--- config.mk ---
export PLATFORM = sky130hd
export DESIGN_NAME = hazard_unit
export DESIGN_NICKNAME = d
export VERILOG_FILES = /design/src/rtl/otter_pkg.sv /design/src/rtl/hazard_decode.sv /design/src/rtl/hazard_unit.sv
export SDC_FILE = /design/constraint.sdc
export NUM_CORES = 1
export LEC_CHECK = 0
export ABC_AREA = 1
export CORE_ASPECT_RATIO = 0.75
export CORE_UTILIZATION = 40
export CTS_BUF_LIST = sky130_fd_sc_hd__clkbuf_8
export DETAILED_ROUTE_END_ITERATION = 16
export HOLD_SLACK_MARGIN = 0.02
export PLACE_DENSITY = 0.84
export SYNTH_ARGS = -nofsm -noshare
export SYNTH_HDL_FRONTEND = slang
export SYNTH_SLANG_ARGS = --single-unit
--- constraint.sdc ---
create_clock -name CLK -period 2.3 [get_ports CLK]
set_input_delay 0.345 -clock CLK [delete_from_list [all_inputs] [get_ports CLK]]
set_output_delay 0.345 -clock CLK [all_outputs]
set_load 0.01 [all_outputs]
--- src/rtl/otter_pkg.sv ---
// Shared pipeline definitions: opcode constants, the NOP encoding, forwarding select codes
// and a register-match helper used by the hazard logic.
package otter_pkg;

  localparam logic [6:0] OPC_LUI    = 7'b0110111;
  localparam logic [6:0] OPC_AUIPC  = 7'b0010111;
  localparam logic [6:0] OPC_JAL    = 7'b1101111;
  localparam logic [6:0] OPC_BRANCH = 7'b1100011;
  localparam logic [6:0] OPC_LOAD   = 7'b0000011;
  localparam logic [6:0] OPC_STORE  = 7'b0100011;
  localparam logic [6:0] OPC_OP     = 7'b0110011;

  localparam logic [31:0] NOP = 32'h00000013;

  typedef enum logic [1:0] {
    REG = 2'b00,
    MEM = 2'b01,
    WB  = 2'b10
  } fwd_sel_t;

  // x0 is excluded upstream: writesRd is never set for rd == 0.
  function automatic logic regMatch(input logic prodWr, input logic [4:0] prodRd,
                                    input logic srcUsed, input logic [4:0] srcReg);
    return prodWr && srcUsed && (prodRd == srcReg);
  endfunction

endpackage

--- src/rtl/hazard_decode.sv ---
// Extracts register fields and producer/consumer properties from one instruction word.
module hazard_decode
  import otter_pkg::*;
(
  input  logic [31:0] ir,
  output logic [4:0]  rd,
  output logic [4:0]  rs1,
  output logic [4:0]  rs2,
  output logic        writesRd,
  output logic        usesRs1,
  output logic        usesRs2,
  output logic        isLoad
);

  logic [6:0] opcode;
  logic       unusedIr;

  assign opcode   = ir[6:0];
  assign rd       = ir[11:7];
  assign rs1      = ir[19:15];
  assign rs2      = ir[24:20];
  assign unusedIr = ^{ir[31:25], ir[14:12]};

  assign writesRd = (opcode != OPC_BRANCH) && (opcode != OPC_STORE) && (rd != 5'd0);
  assign usesRs1  = (opcode != OPC_LUI) && (opcode != OPC_AUIPC) && (opcode != OPC_JAL);
  assign usesRs2  = (opcode == OPC_OP) || (opcode == OPC_STORE) || (opcode == OPC_BRANCH);
  assign isLoad   = (opcode == OPC_LOAD);

endmodule

--- src/rtl/hazard_unit.sv ---
// Pipeline hazard unit: load-use / interlock stall sequencing, branch flush and EX operand forwarding.
//
// state | meaning
// RUN   | normal issue; hazards detected combinationally, a 1-cycle stall stays here
// STALL | front end held; stallCnt counts remaining held cycles, detection suppressed
module hazard_unit
  import otter_pkg::*;
#(
  parameter int FWD_EN   = 1,
  parameter int LOAD_LAT = 1,
  parameter int CNT_W    = 32
) (
  input  logic             CLK,
  input  logic             RST,
  input  logic [31:0]      id_ir,
  input  logic [31:0]      ex_ir,
  input  logic [31:0]      mem_ir,
  input  logic [31:0]      wb_ir,
  input  logic             branch_taken,
  output logic             pc_write,
  output logic             if_id_en,
  output logic             if_id_flush,
  output logic             id_ex_flush,
  output logic [1:0]       fwd_a,
  output logic [1:0]       fwd_b,
  output logic             stall_active,
  output logic [CNT_W-1:0] stall_cycles
);

  localparam logic [0:0] RUN   = 1'b0;
  localparam logic [0:0] STALL = 1'b1;

  logic [4:0] idRd, idRs1, idRs2, exRd, exRs1, exRs2;
  logic [4:0] memRd, memRs1, memRs2, wbRd, wbRs1, wbRs2;
  logic idWr, idUses1, idUses2, idIsLoad;
  logic exWr, exUses1, exUses2, exIsLoad;
  logic memWr, memUses1, memUses2, memIsLoad;
  logic wbWr, wbUses1, wbUses2, wbIsLoad;
  logic unusedDec;

  hazard_decode uDecId (
    .ir(id_ir), .rd(idRd), .rs1(idRs1), .rs2(idRs2),
    .writesRd(idWr), .usesRs1(idUses1), .usesRs2(idUses2), .isLoad(idIsLoad)
  );
  hazard_decode uDecEx (
    .ir(ex_ir), .rd(exRd), .rs1(exRs1), .rs2(exRs2),
    .writesRd(exWr), .usesRs1(exUses1), .usesRs2(exUses2), .isLoad(exIsLoad)
  );
  hazard_decode uDecMem (
    .ir(mem_ir), .rd(memRd), .rs1(memRs1), .rs2(memRs2),
    .writesRd(memWr), .usesRs1(memUses1), .usesRs2(memUses2), .isLoad(memIsLoad)
  );
  hazard_decode uDecWb (
    .ir(wb_ir), .rd(wbRd), .rs1(wbRs1), .rs2(wbRs2),
    .writesRd(wbWr), .usesRs1(wbUses1), .usesRs2(wbUses2), .isLoad(wbIsLoad)
  );

  assign unusedDec = ^{idRd, idWr, idIsLoad, memRs1, memRs2, memUses1, memUses2,
                       wbRs1, wbRs2, wbUses1, wbUses2, wbIsLoad};

  logic matchEx, matchMem, matchWb;
  logic hazard;
  logic [1:0] stallLen;

  assign matchEx  = regMatch(exWr, exRd, idUses1, idRs1)  || regMatch(exWr, exRd, idUses2, idRs2);
  assign matchMem = regMatch(memWr, memRd, idUses1, idRs1) || regMatch(memWr, memRd, idUses2, idRs2);
  assign matchWb  = regMatch(wbWr, wbRd, idUses1, idRs1)  || regMatch(wbWr, wbRd, idUses2, idRs2);

  // The nearest producer decides the interlock length when forwarding is off.
  always_comb begin
    hazard   = 1'b0;
    stallLen = 2'd0;
    if (FWD_EN != 0) begin
      if (exIsLoad && matchEx) begin
        hazard   = 1'b1;
        stallLen = 2'(LOAD_LAT);
      end
    end else if (matchEx) begin
      hazard   = 1'b1;
      stallLen = 2'd3;
    end else if (matchMem) begin
      hazard   = 1'b1;
      stallLen = 2'd2;
    end else if (matchWb) begin
      hazard   = 1'b1;
      stallLen = 2'd1;
    end
  end

  logic [0:0] state, nextState;
  logic [1:0] stallCnt, nextCnt;
  logic       holdFront;

  always_comb begin
    nextState   = state;
    nextCnt     = stallCnt;
    holdFront   = 1'b0;
    if_id_flush = 1'b0;
    id_ex_flush = 1'b0;
    if (RST) begin
      nextState = RUN;
      nextCnt   = 2'd0;
    end else if (branch_taken) begin
      if_id_flush = 1'b1;
      id_ex_flush = 1'b1;
      nextState   = RUN;
      nextCnt     = 2'd0;
    end else if (state == STALL) begin
      holdFront   = 1'b1;
      id_ex_flush = 1'b1;
      if (stallCnt == 2'd1) begin
        nextState = RUN;
        nextCnt   = 2'd0;
      end else begin
        nextCnt = stallCnt - 2'd1;
      end
    end else if (hazard) begin
      holdFront   = 1'b1;
      id_ex_flush = 1'b1;
      if (stallLen > 2'd1) begin
        nextState = STALL;
        nextCnt   = stallLen - 2'd1;
      end
    end
  end

  assign pc_write     = !holdFront;
  assign if_id_en     = !holdFront;
  assign stall_active = holdFront;

  always_ff @(posedge CLK) begin
    if (RST) begin
      state        <= RUN;
      stallCnt     <= 2'd0;
      stall_cycles <= '0;
    end else begin
      state    <= nextState;
      stallCnt <= nextCnt;
      if (holdFront && (stall_cycles != '1)) begin
        stall_cycles <= stall_cycles + 1'b1;
      end
    end
  end

  fwd_sel_t fwdA, fwdB;

  // A load in MEM has no data yet, so it never forwards from MEM.
  always_comb begin
    fwdA = REG;
    fwdB = REG;
    if (!RST && (FWD_EN != 0)) begin
      if (!memIsLoad && regMatch(memWr, memRd, exUses1, exRs1)) begin
        fwdA = MEM;
      end else if (regMatch(wbWr, wbRd, exUses1, exRs1)) begin
        fwdA = WB;
      end
      if (!memIsLoad && regMatch(memWr, memRd, exUses2, exRs2)) begin
        fwdB = MEM;
      end else if (regMatch(wbWr, wbRd, exUses2, exRs2)) begin
        fwdB = WB;
      end
    end
  end

  assign fwd_a = fwdA;
  assign fwd_b = fwdB;

endmodule

==> run summary <==
Outcome: finished with violations
Failing checks: DRC
Netlist Area Pre-Place: 0.00301 mm²
Row count: 27
Ys Warns: 0
Critical path data required time: 1.96 ns
Maxcap violations: 0
Cell count after synthesis: 505
Worst Tran Pin Value: 0.406 ns
Period utilization: 0.959
Yosys top cell area share: 0.233
Worst Skew: 0.00306 ns
Synth async-reset ratio: 0
DIE AREA: 0.00789 mm²
Setup-failing EPs final: 0
Initial DRC Count: 270
Lkg Pwr: 0.00173 µW
Clock transition at path regs: 0.07 ns
CTS sink count: 35
Largest net degree at the start of global routing: 35
First-pass GRT wire length: 16.0 mm
Placed cells: 714
CTS Buf Count: 5
Core area: 0.00733 mm²
Count leader, synth: nand2_1
Fin. max-slew vios: 0
WP buf/inv: 2
Worst min path class: reg2reg
# hold bufs at CTS: 0
CP Class: in2out
Area growth syn-to-layout: 46.7%
Residual DRC: 1
Synth area leader: dfxtp_1
Worst-path cell chain: clkdlybuf4s50_1, nand2_2, nor3_4, nand3_1, nor3_2, nand2_1, a31oi_1, dlygate4sd2_1
DR vias/cell: 5.18
Share of cells above drive strength 1: 0.108
R2R depth: 9
Port buffer count: 105
Pwr Density: 333 mW/mm²
Post-synth top cells: nand2_1, inv_1, nor2_1
Placer Congestion: 0.971
Number of synthesized flops with an enable pin: 0
Ranking of synthesized cells by area: dfxtp_1, nand2_1, nand4_1
Min Tclk post-route: 2.21 ns
Layout fillers: 700
Rel. slew slack: 0.728
Top_reg_cell synth: dfxtp_1
Io pins: 172
Met1 global-route usage: 0.363
CTS tree: yes
Overall power: 1470 µW
Hold path depth: 1
Largest buffer count on any clock path: 2
Die H: 77.2 µm
DR pass1 iterations: 11
CP endpoint kind: output port
DP HPWL: 7.80 mm
Met3 Usage GRT: 0.0337
Crit path depth: 8
Startpoint Class: primary input
Final Hold Fails: 0
Chip width: 102 µm
Crit-path leading delay family: buffers and inverters
Fin cells: 724
Post-DP Area: 0.00425 mm²
Initial core utilization: 0.411
GRT Max-Usage Layer: met2
Total grt overflow: 0
Ant diodes: 0
Design area: 0.00442 mm²
Critical Path AT: 1.86 ns
Wirelength per Cell: 13.4 µm
Final ANT Viol Nets: 0
Later-pin clock latency in the skew report: 0.29 ns
Gr usage total: 0.254
Seq cells post-synth: 35
Max Fclk: 453 MHz
Syn nets: 638
Clk Tree Root Cell: clkbuf_8
Vias after detailed routing: 3748
Unique masters post-synth: 35
# nets final: 755
Initial antenna violation count: 0
Sequential share of the synthesized area: 0.233
Syn Area/Cell: 5.97 µm²
CP max-delay cell: clkdlybuf4s50_1
Met2 Use GR: 0.404
Total Wirelength: 9.71 mm
H-tree levels: 2
Fin util: 0.603
Maximum vdd ir drop: 0.323 mV
Vias in the first global route: 3402
Peak per-stage delay on the critical path: 0.47 ns
Highest fanout seen on the critical path: 2
Smallest hold slack: 0.463 ns
[timing repair]
item                                    4_1_cts  5_1_grt
hold endpoints to repair                      0        0
pin swaps                                     1        8
gates resized for setup                       9       26
setup buffers                                 1        1
endpoints found under the setup margin        8       19
[power by group]
group,switching [µW],internal [µW]
clock,243,351
combinational,117,154
sequential,0.00454,605
total,360,1110
[cell type report]
type,instances,area [µm²],area share
sequential,35,701,0.159
inverter,57,214,0.0484
clock buffer,6,82.6,0.0187
multi-input combinational,396,2060,0.467
timing repair buffer,127,1200,0.271
clock inverter,2,35.0,0.00793
tap,101,126,0.0286
[cells in the final DEF, fill, tap and decap left out, types with 2 or more instances in the layout]
cell             netlist  routed
a21oi_1               32      32
a221oi_2               0       2
buf_4                  1      22
clkbuf_2               0       4
clkbuf_8               0       6
clkdlybuf4s15_1        0       2
clkdlybuf4s50_1        0      94
dfxtp_1               35      35
dlymetal6s2s_1         0       3
ha_1                   2       2
inv_1                 54      54
inv_2                  3       3
nand2_1              164     163
nand2_2                4       5
nand3_1               18      18
nand3b_1               8       8
nand4_1               37      37
nor2_1                52      50
nor2_2                 5       7
nor2_4                 2       2
nor3_1                13      10
nor3_2                 5       7
nor4_1                 5       3
o21ai_0                6       6
o22ai_1                4       4
xnor2_1               13      13
xor2_1                14      14
[kinds of logic after synthesis]
group / Yosys count / share of synthesized area
AND/OR/NAND/NOR: 316 / 0.482
buffers and inverters: 74 / 0.103
AO/OA/AOI/OAI: 51 / 0.0955
flip-flops: 35 / 0.233
XOR/XNOR: 27 / 0.0785
adder cells (fa/ha/maj): 2 / 0.00830
[metal layers]
layer  share of wire  up-vias
li1                -     1892
met4          0.0092        0
met5               0        -
met2            0.44      151
met1            0.48     1693
met3           0.070       12
[sequential cells by signal, indices dropped and copies added (netlist names)]
signal / cells
stall_cycles: 32
stallCnt: 2
state: 1
[through the flow]
stage               setup slack, ns  TNS (ns)
floorplan                     0.535         0
global placement             -0.245     -2.80
detailed placement           -0.271     -4.29
CTS                          0.0233         0
global route                -0.0442   -0.0931
finish                       0.0935         0
[path summary, 6_finish.rpt]
check,startpoint,end,slack [ns]
worst max-delay path,ex_ir[1],id_ex_flush,0.09
worst min register to register,state,stallCnt[0],0.46
worst min-delay path,state,stallCnt[0],0.46
worst max register to register,stall_cycles[0],stall_cycles[30],0.35
Power figures use the tool's default switching activity.
